==> src/rtl/shift_add_multiplier.sv <==
// Sequential signed WIDTH x WIDTH shift-add multiplier.
// The product lands in {A,B}, and X holds the sign-extension bit.

module add_sub (
    input  logic [7:0] a,
    input  logic [7:0] b,
    input  logic       fn,
    output logic [7:0] s,
    output logic       x
);
    logic [8:0] sum_s;

    // Nine-bit sign-extended add (fn=0) or subtract (fn=1).
    always_comb begin
        sum_s = {a[7], a} + ({b[7], b} ^ {9{fn}}) + {8'd0, fn};
        s     = sum_s[7:0];
        x     = sum_s[8];
    end
endmodule

module shift_add_multiplier #(
    parameter int WIDTH = 8
) (
    input  logic             Clk,
    input  logic             Reset,
    input  logic             Run,
    input  logic             ClearA_LoadB,
    input  logic [WIDTH-1:0] Din,
    output logic [WIDTH-1:0] Aval,
    output logic [WIDTH-1:0] Bval,
    output logic             Xval,
    output logic             Busy,
    output logic             Done
);
    localparam int CW = (WIDTH > 1) ? $clog2(WIDTH) : 1;
    localparam logic [CW-1:0] CNT_LAST = CW'(WIDTH - 1);

    typedef enum logic [1:0] {
        IDLE  = 2'd0,
        ADD   = 2'd1,
        SHIFT = 2'd2,
        DONE  = 2'd3
    } state_t;

    state_t           state_r, state_nxt_s;
    logic             x_r, x_nxt_s;
    logic [WIDTH-1:0] a_r, a_nxt_s;
    logic [WIDTH-1:0] b_r, b_nxt_s;
    logic [WIDTH-1:0] s_r, s_nxt_s;
    logic [CW-1:0]    cnt_r, cnt_nxt_s;
    logic             busy_r, done_r;
    logic             fn_s;
    logic [WIDTH-1:0] sum_s;
    logic             cx_s;

    // The final partial product carries negative weight, so it is subtracted.
    assign fn_s = (cnt_r == CNT_LAST);

    generate
        if (WIDTH == 8) begin : g_add_sub
            add_sub u_add_sub (
                .a  (a_r),
                .b  (s_r),
                .fn (fn_s),
                .s  (sum_s),
                .x  (cx_s)
            );
        end else begin : g_inline
            logic [WIDTH:0] sum_ext_s;
            assign sum_ext_s = {a_r[WIDTH-1], a_r}
                             + ({s_r[WIDTH-1], s_r} ^ {(WIDTH+1){fn_s}})
                             + {{WIDTH{1'b0}}, fn_s};
            assign sum_s = sum_ext_s[WIDTH-1:0];
            assign cx_s  = sum_ext_s[WIDTH];
        end
    endgenerate

    // Next-state and datapath update selection.
    always_comb begin
        state_nxt_s = state_r;
        x_nxt_s     = x_r;
        a_nxt_s     = a_r;
        b_nxt_s     = b_r;
        s_nxt_s     = s_r;
        cnt_nxt_s   = cnt_r;
        case (state_r)
            IDLE: begin
                if (ClearA_LoadB) begin
                    b_nxt_s = Din;
                    x_nxt_s = 1'b0;
                    a_nxt_s = {WIDTH{1'b0}};
                end else if (Run) begin
                    s_nxt_s     = Din;
                    x_nxt_s     = 1'b0;
                    a_nxt_s     = {WIDTH{1'b0}};
                    cnt_nxt_s   = {CW{1'b0}};
                    state_nxt_s = ADD;
                end else begin
                    state_nxt_s = IDLE;
                end
            end
            ADD: begin
                if (b_r[0]) begin
                    x_nxt_s = cx_s;
                    a_nxt_s = sum_s;
                end else begin
                    a_nxt_s = a_r;
                end
                state_nxt_s = SHIFT;
            end
            SHIFT: begin
                a_nxt_s = {x_r, a_r[WIDTH-1:1]};
                b_nxt_s = {a_r[0], b_r[WIDTH-1:1]};
                if (cnt_r == CNT_LAST) begin
                    state_nxt_s = DONE;
                end else begin
                    cnt_nxt_s   = cnt_r + {{(CW-1){1'b0}}, 1'b1};
                    state_nxt_s = ADD;
                end
            end
            DONE: begin
                if (ClearA_LoadB) begin
                    b_nxt_s = Din;
                    x_nxt_s = 1'b0;
                    a_nxt_s = {WIDTH{1'b0}};
                end else if (!Run) begin
                    state_nxt_s = IDLE;
                end else begin
                    state_nxt_s = DONE;
                end
            end
            default: begin
                state_nxt_s = IDLE;
            end
        endcase
    end

    // State, datapath registers and registered status flags.
    always_ff @(posedge Clk) begin
        if (Reset) begin
            state_r <= IDLE;
            x_r     <= 1'b0;
            a_r     <= {WIDTH{1'b0}};
            b_r     <= {WIDTH{1'b0}};
            s_r     <= {WIDTH{1'b0}};
            cnt_r   <= {CW{1'b0}};
            busy_r  <= 1'b0;
            done_r  <= 1'b0;
        end else begin
            state_r <= state_nxt_s;
            x_r     <= x_nxt_s;
            a_r     <= a_nxt_s;
            b_r     <= b_nxt_s;
            s_r     <= s_nxt_s;
            cnt_r   <= cnt_nxt_s;
            busy_r  <= (state_nxt_s == ADD) || (state_nxt_s == SHIFT);
            done_r  <= (state_nxt_s == DONE);
        end
    end

    assign Aval = a_r;
    assign Bval = b_r;
    assign Xval = x_r;
    assign Busy = busy_r;
    assign Done = done_r;
endmodule

==> config.mk <==
export PLATFORM = sky130hd
export DESIGN_NAME = shift_add_multiplier
export DESIGN_NICKNAME = d
export VERILOG_FILES = /design/src/rtl/shift_add_multiplier.sv
export SDC_FILE = /design/constraint.sdc
export NUM_CORES = 1
export LEC_CHECK = 0
export CAP_MARGIN = 10
export CORE_MARGIN = 2
export CORE_UTILIZATION = 57
export CTS_CLUSTER_DIAMETER = 120
export DETAILED_ROUTE_END_ITERATION = 16
export PLACE_DENSITY = 0.89
export RECOVER_POWER = 25
export SYNTH_ARGS = -nofsm -noshare
export SYNTH_HDL_FRONTEND = slang
export SYNTH_SLANG_ARGS = --single-unit
==> constraint.sdc <==
create_clock -name Clk -period 7.5 [get_ports Clk]
set_clock_uncertainty 0.1 [all_clocks]
set_input_delay 1.5 -clock Clk [delete_from_list [all_inputs] [get_ports Clk]]
set_output_delay 1.5 -clock Clk [all_outputs]
set_load 0.05 [all_outputs]
# Word-level counts from Yosys, hierarchy flattened
# Index checks and enable logic that the tools add are counted.
[word_totals] register_bits=32 in_bits=12
[op_classes] n_addsub=3 eq_ne=14 n_mux=22 n_bitwise=2 n_reduce_logical=11
[op_table] cell="2-to-1 mux 8 bit" count=5
[op_table] cell="case mux 8 bit (4 select lines)" count=1
[op_table] cell="case mux 8 bit (2 select lines)" count=1
[op_table] cell="inequality test 2 bit, second input constant" count=5
[op_table] cell="adder 9 x 1 -> 9 bit" count=1
[op_table] cell="adder 9 bit" count=1
[op_table] cell="2-to-1 mux 3 bit" count=3
[op_table] cell="bitwise XOR 9 bit" count=1
[op_table] cell="== test 2 bit, second input constant" count=4
[op_table] cell="2-to-1 mux 2 bit" count=4
[op_table] cell="case mux 2 bit (4 select lines)" count=1
[op_table] cell="AND reduction 4 bit" count=2
[op_table] cell="case mux 3 bit (2 select lines)" count=1
[op_table] cell="AND reduction 3 bit" count=2
[op_table] cell="2-to-1 mux 1 bit" count=5
[op_table] cell="== test 2 x 1 -> 1 bit, second input constant" count=2
[op_table] cell="nonzero test 2 bit" count=2
[op_table] cell="adder 3 x 1 -> 3 bit, second input constant" count=1
[op_table] cell="== test 3 bit, second input constant" count=1
[op_table] cell="inequality test 3 bit, second input constant" count=1
[op_table] cell="case mux 1 bit (3 select lines)" count=1
[op_table] cell="nonzero test 3 bit" count=1
[op_table] cell="logical NOT 2 bit" count=1
[op_table] cell="inequality test 2 x 1 -> 1 bit, second input constant" count=1
[op_table] cell="other kinds (4)" count=4

# Longest topological paths before layout
[depth] ltp_word=6 depth_mapped=11 mapped_depth_nobuf=10

# Hierarchy
# A second synthesis with hierarchy kept.
[unflattened] hier_cells=222 area_unflattened_um2=1930.6
[by_module_without_submodules] module="shift_add_multiplier" n_inst=1 cells_each=171 area_per_inst_um2=1532.7 seq_area_each_um2=640.6
[by_module_without_submodules] module="add_sub" n_inst=1 cells_each=51 area_per_inst_um2=397.9 seq_area_each_um2=0.0

# Worst setup path after synthesis
# OpenSTA, ideal clock, no wires.
[synth_path] path_kind="input-to-reg" startpoint="input Run" endpoint="register busy_r (netlist: Busy)" t_arrival_ns=2.513 required_time_ns=7.286 setup_slack_ns=4.774 stages=7 cell_sequence="nor2b_1 buf_2 a22o_1 nand2_1 o211ai_1 ha_1 nor2b_1"
[synth_via] elab_chain_cells=5 elab_cells_between_ends=8 cone_classes="2 x eq/ne; 5 x mux; 1 x reduce/logical"
[synth_rtl] element="start: declaration" line="26" source="input logic Run,"
[synth_rtl] element="2-to-1 mux 2 bit *" line="126" source="end else if (!Run) begin"
[synth_rtl] element="2-to-1 mux 2 bit *" line="122" source="if (ClearA_LoadB) begin"
[synth_rtl] element="case mux 2 bit (4 select lines) *" line="86" source="case (state_r)"
[synth_rtl] element="named net state_nxt_s[1]" line="45" source="state_t state_r, state_nxt_s;"
[synth_rtl] element="== test 2 x 1 -> 1 bit / == test 2 bit (equally long branches)" line="156" source="busy_r <= (state_nxt_s == ADD) || (state_nxt_s == SHIFT);"
[synth_rtl] element="logical OR 1 bit *" line="156"
[synth_rtl] element="end signal: assignment" line="156"
[synth_rtl] element="end: declaration" line="51" source="logic busy_r, done_r;"
# The timed path passes the listed nets; every way through them passes the cells marked *.
# A chain may end at the register's enable or synchronous reset.

# Worst setup path in the final report
[layout_path] startpoint="input ClearA_LoadB" endpoint="register cnt_r[2]"
[layout_via] elab_chain_cells=2
[layout_rtl] element="start: declaration" line="27" source="input logic ClearA_LoadB,"
[layout_rtl] element="inequality test 2 bit (no source line)"
[layout_rtl] element="AND reduction 4 bit (no source line)"
[layout_rtl] element="end signal: assignment" line="146" source="cnt_r <= {CW{1'b0}};"
[layout_rtl] element="end signal: assignment" line="155" source="cnt_r <= cnt_nxt_s;"
[layout_rtl] element="end: declaration" line="50" source="logic [CW-1:0] cnt_r, cnt_nxt_s;"
# No other way between the ends.

==> flow_summary_export.csv <==
group,metric,value,unit
floorplan,die_y,62.4,um
cts,clk_pin_slew,90,ps
global_routing,grt_pass1_vias,1595,
floorplan,fp.dieW,62.4,um
cts,ctsResizeCount,0,
detailed_routing,antenna_left,0,
power_and_ir_drop,combPwrFrac,19.6,%
worst_setup_path,critPathRequiredTime,7650,ps
cts,cts_tree,"yes",
synth,yosysUniqueCellTypes,47,
floorplan,dieArea,3900,um2
synth,ys.flop_type,"dfxtp_1",
detailed_routing,drc,0,
synth,yosysSeqAreaShare,32.9,%
worst_hold_path,hold_path.class,"flop to flop",
sta,setup_ws,4060,ps
sta,tightest_slew,1230,ps
floorplan,io_pins,31,
detailed_routing,drtIter0Drc,94,
sta,slew_headroom,17.5,%
final_layout,nFillCells,294,
synth,ys_warn_count,0,
detailed_routing,vias_per_cell,5.71,
place,gp_congestion,0.817,
sta,period_minus_slack,3440,ps
synth,synth_top_cell_by_area,"dfxtp_1",
final_layout,drive_above_1_share,6.85,%
run_status,status,"completed",
synth,avgSynthCellArea,8.73,um2
place,post-place-ws,3700,ps
floorplan,rows,21,
power_and_ir_drop,p_switching,109,uW
final_layout,stdcell_count,294,
floorplan,start_util,58.8,%
job,max-cap-violations,0,
place,dp.cells,287,
final_layout,diodes,0,
detailed_routing,drt-pass1-iter-count,4,
worst_setup_path,critPathKind,"input pin to flop",
detailed_routing,wirelength,4080,um
sta,hold_violations,0,
power_and_ir_drop,power.leakage,0.890,nW
global_routing,grt_max_degree,35,
synth,synthTopCellsByCount,"dfxtp_1, nand2_1, a21oi_1",
worst_setup_path,start_kind,"input pin",
global_routing,antenna_found_initial,0,
sta,setup_viol,0,
worst_setup_path,crit_fanout,11,
cts,cts_max_path_buffers,2,
synth,synthTopCellsByArea,"dfxtp_1, ha_1, a21oi_1",
global_routing,grt_pass1_wl,7050,um
sta,rsz0062_at_grt,"no",
place,dpl.hpwl,2940,um
synth,synthCells,223,
power_and_ir_drop,finalPower,366,uW
cts,clk_latency,340,ps
sta,tns,0,ps
synth,synth_top_cell_area_share,32.9,%
sta,fin_crit_sh,45.9,%
power_and_ir_drop,p_sw_share,29.7,%
cts,postCtsHoldBufs,0,
sta,report.final.slew_viol_count,0,
final_layout,nets,276,
floorplan,core_area,3310,um2
detailed_routing,via_count,1678,
cts,postCtsSetupRepairBufs,0,
power_and_ir_drop,seqPwrFrac,49.7,%
cts,cts_buffers,5,
power_and_ir_drop,clock_power_share,30.6,%
worst_setup_path,crit_arrival,3600,ps
global_routing,gr-total-overflow,0,
place,place_area,2210,um2
synth,netlist_area,1950,um2
cts,cts_root_buffer,"clkbuf_4",
place,port_buffers,30,
sta,max_freq,0.290,GHz
worst_setup_path,crit_path_end_kind,"flop",
synth,yosys.cell_count.top_type,"dfxtp_1",
power_and_ir_drop,p_per_area,161,nW/um2
synth,ys_ff_latch,32,
final_layout,syn2layout_area_growth,17.1,%
synth,synth_edf_count,0,
cts,h-tree-depth,2,
global_routing,grtUsageTotal,22.2,%
cts,cts.sinks,32,
detailed_routing,wl_per_cell,13.9,um
synth,async_flop_share,0,%
power_and_ir_drop,internal-power,257,uW
power_and_ir_drop,ir_drop,0.122,mV
synth,synth_fp_nets,251,
final_layout,fin_area,2280,um2
sequential cells by signal, summed over array words and instances, names as in the netlist:
| register | flops |
|---|---|
| Busy | 1 |
| state_r | 2 |
| Xval | 1 |
| Done | 1 |
| Aval | 8 |
| s_r | 8 |
| Bval | 8 |
| cnt_r | 3 |
per-layer routing:
metal / GRT usage (%) / vias to the layer above / share of wire (%)
met5: 0 / - / 0
met4: 9.72 / 0 / 1.1
met3: 3.96 / 8 / 5.3
met2: 37.4 / 49 / 48
met1: 27.9 / 774 / 46
li1: - / 847 / -
worst max-delay path, cell delays in order:
cell	delay, ps
clkdlybuf4s50_1	490
nor2b_1	570
nand2_1	330
a22o_2	340
or2_0	220
a21oi_1	140
power by group through the flow:
stage               Combinational, mW  Clock (mW)  Sequential [mW]
global placement               0.0707           0            0.186
CTS                            0.0722       0.113            0.182
global route                   0.0780       0.122            0.183
detailed placement             0.0717           0            0.186
floorplan                      0.0370           0            0.201
finish                         0.0720       0.112            0.182
kinds of logic after synthesis:
logic type      after synthesis  synth area share (%)
compound gates               57                  20.2
mux                          12                  6.30
buf+inv                      19                  5.98
flops                        32                  32.9
fa+ha+maj                    16                  10.7
simple gates                 76                  19.0
xor+xnor                     11                  4.95
path summary, 6_finish.rpt:
path | startpoint | endpoint | slack (ps) | cells past startpoint
max reg2reg | cnt_r[0] | Xval | 4410 | 10
max | ClearA_LoadB | cnt_r[2] | 4060 | 6
min | cnt_r[2] | cnt_r[2] | 370 | 2
min reg2reg | cnt_r[2] | cnt_r[2] | 370 | 2
cell type report:
cell class / count / area (um2) / area share, %
inverters: 7 / 26.3 / 1.15
repair buffers: 30 / 300 / 13.2
well taps: 46 / 57.6 / 2.52
multi-input cells: 172 / 1190 / 52.2
flip-flops and latches: 32 / 641 / 28.1
clock buffers: 7 / 65.1 / 2.85
cell usage in the layout, fill, tap and decap left out, types with 4 or more instances in the layout:
cell             Yosys  final
nor2b_1              7      7
inv_1                7      7
dfxtp_1             32     32
ha_1                15     15
a211oi_1             8      8
clkdlybuf4s50_1      0     29
nand3_1             15     15
clkbuf_4             1      5
xor2_1               7      7
nand2_1             27     27
nor2_1              11     11
mux2i_1             10     10
xnor2_1              4      4
a21oi_1             21     21
o21ai_0              6      6
through the flow:
step | utilization (%) | hold WS [ps]
after floorplan | - | 336
after global placement | 66.9 | 344
after detailed placement | 66.9 | 360
after CTS | 68.9 | 372
after global routing | 68.9 | 390
final | 68.9 | 370
Note: power is estimated with default switching activity, not from simulation.
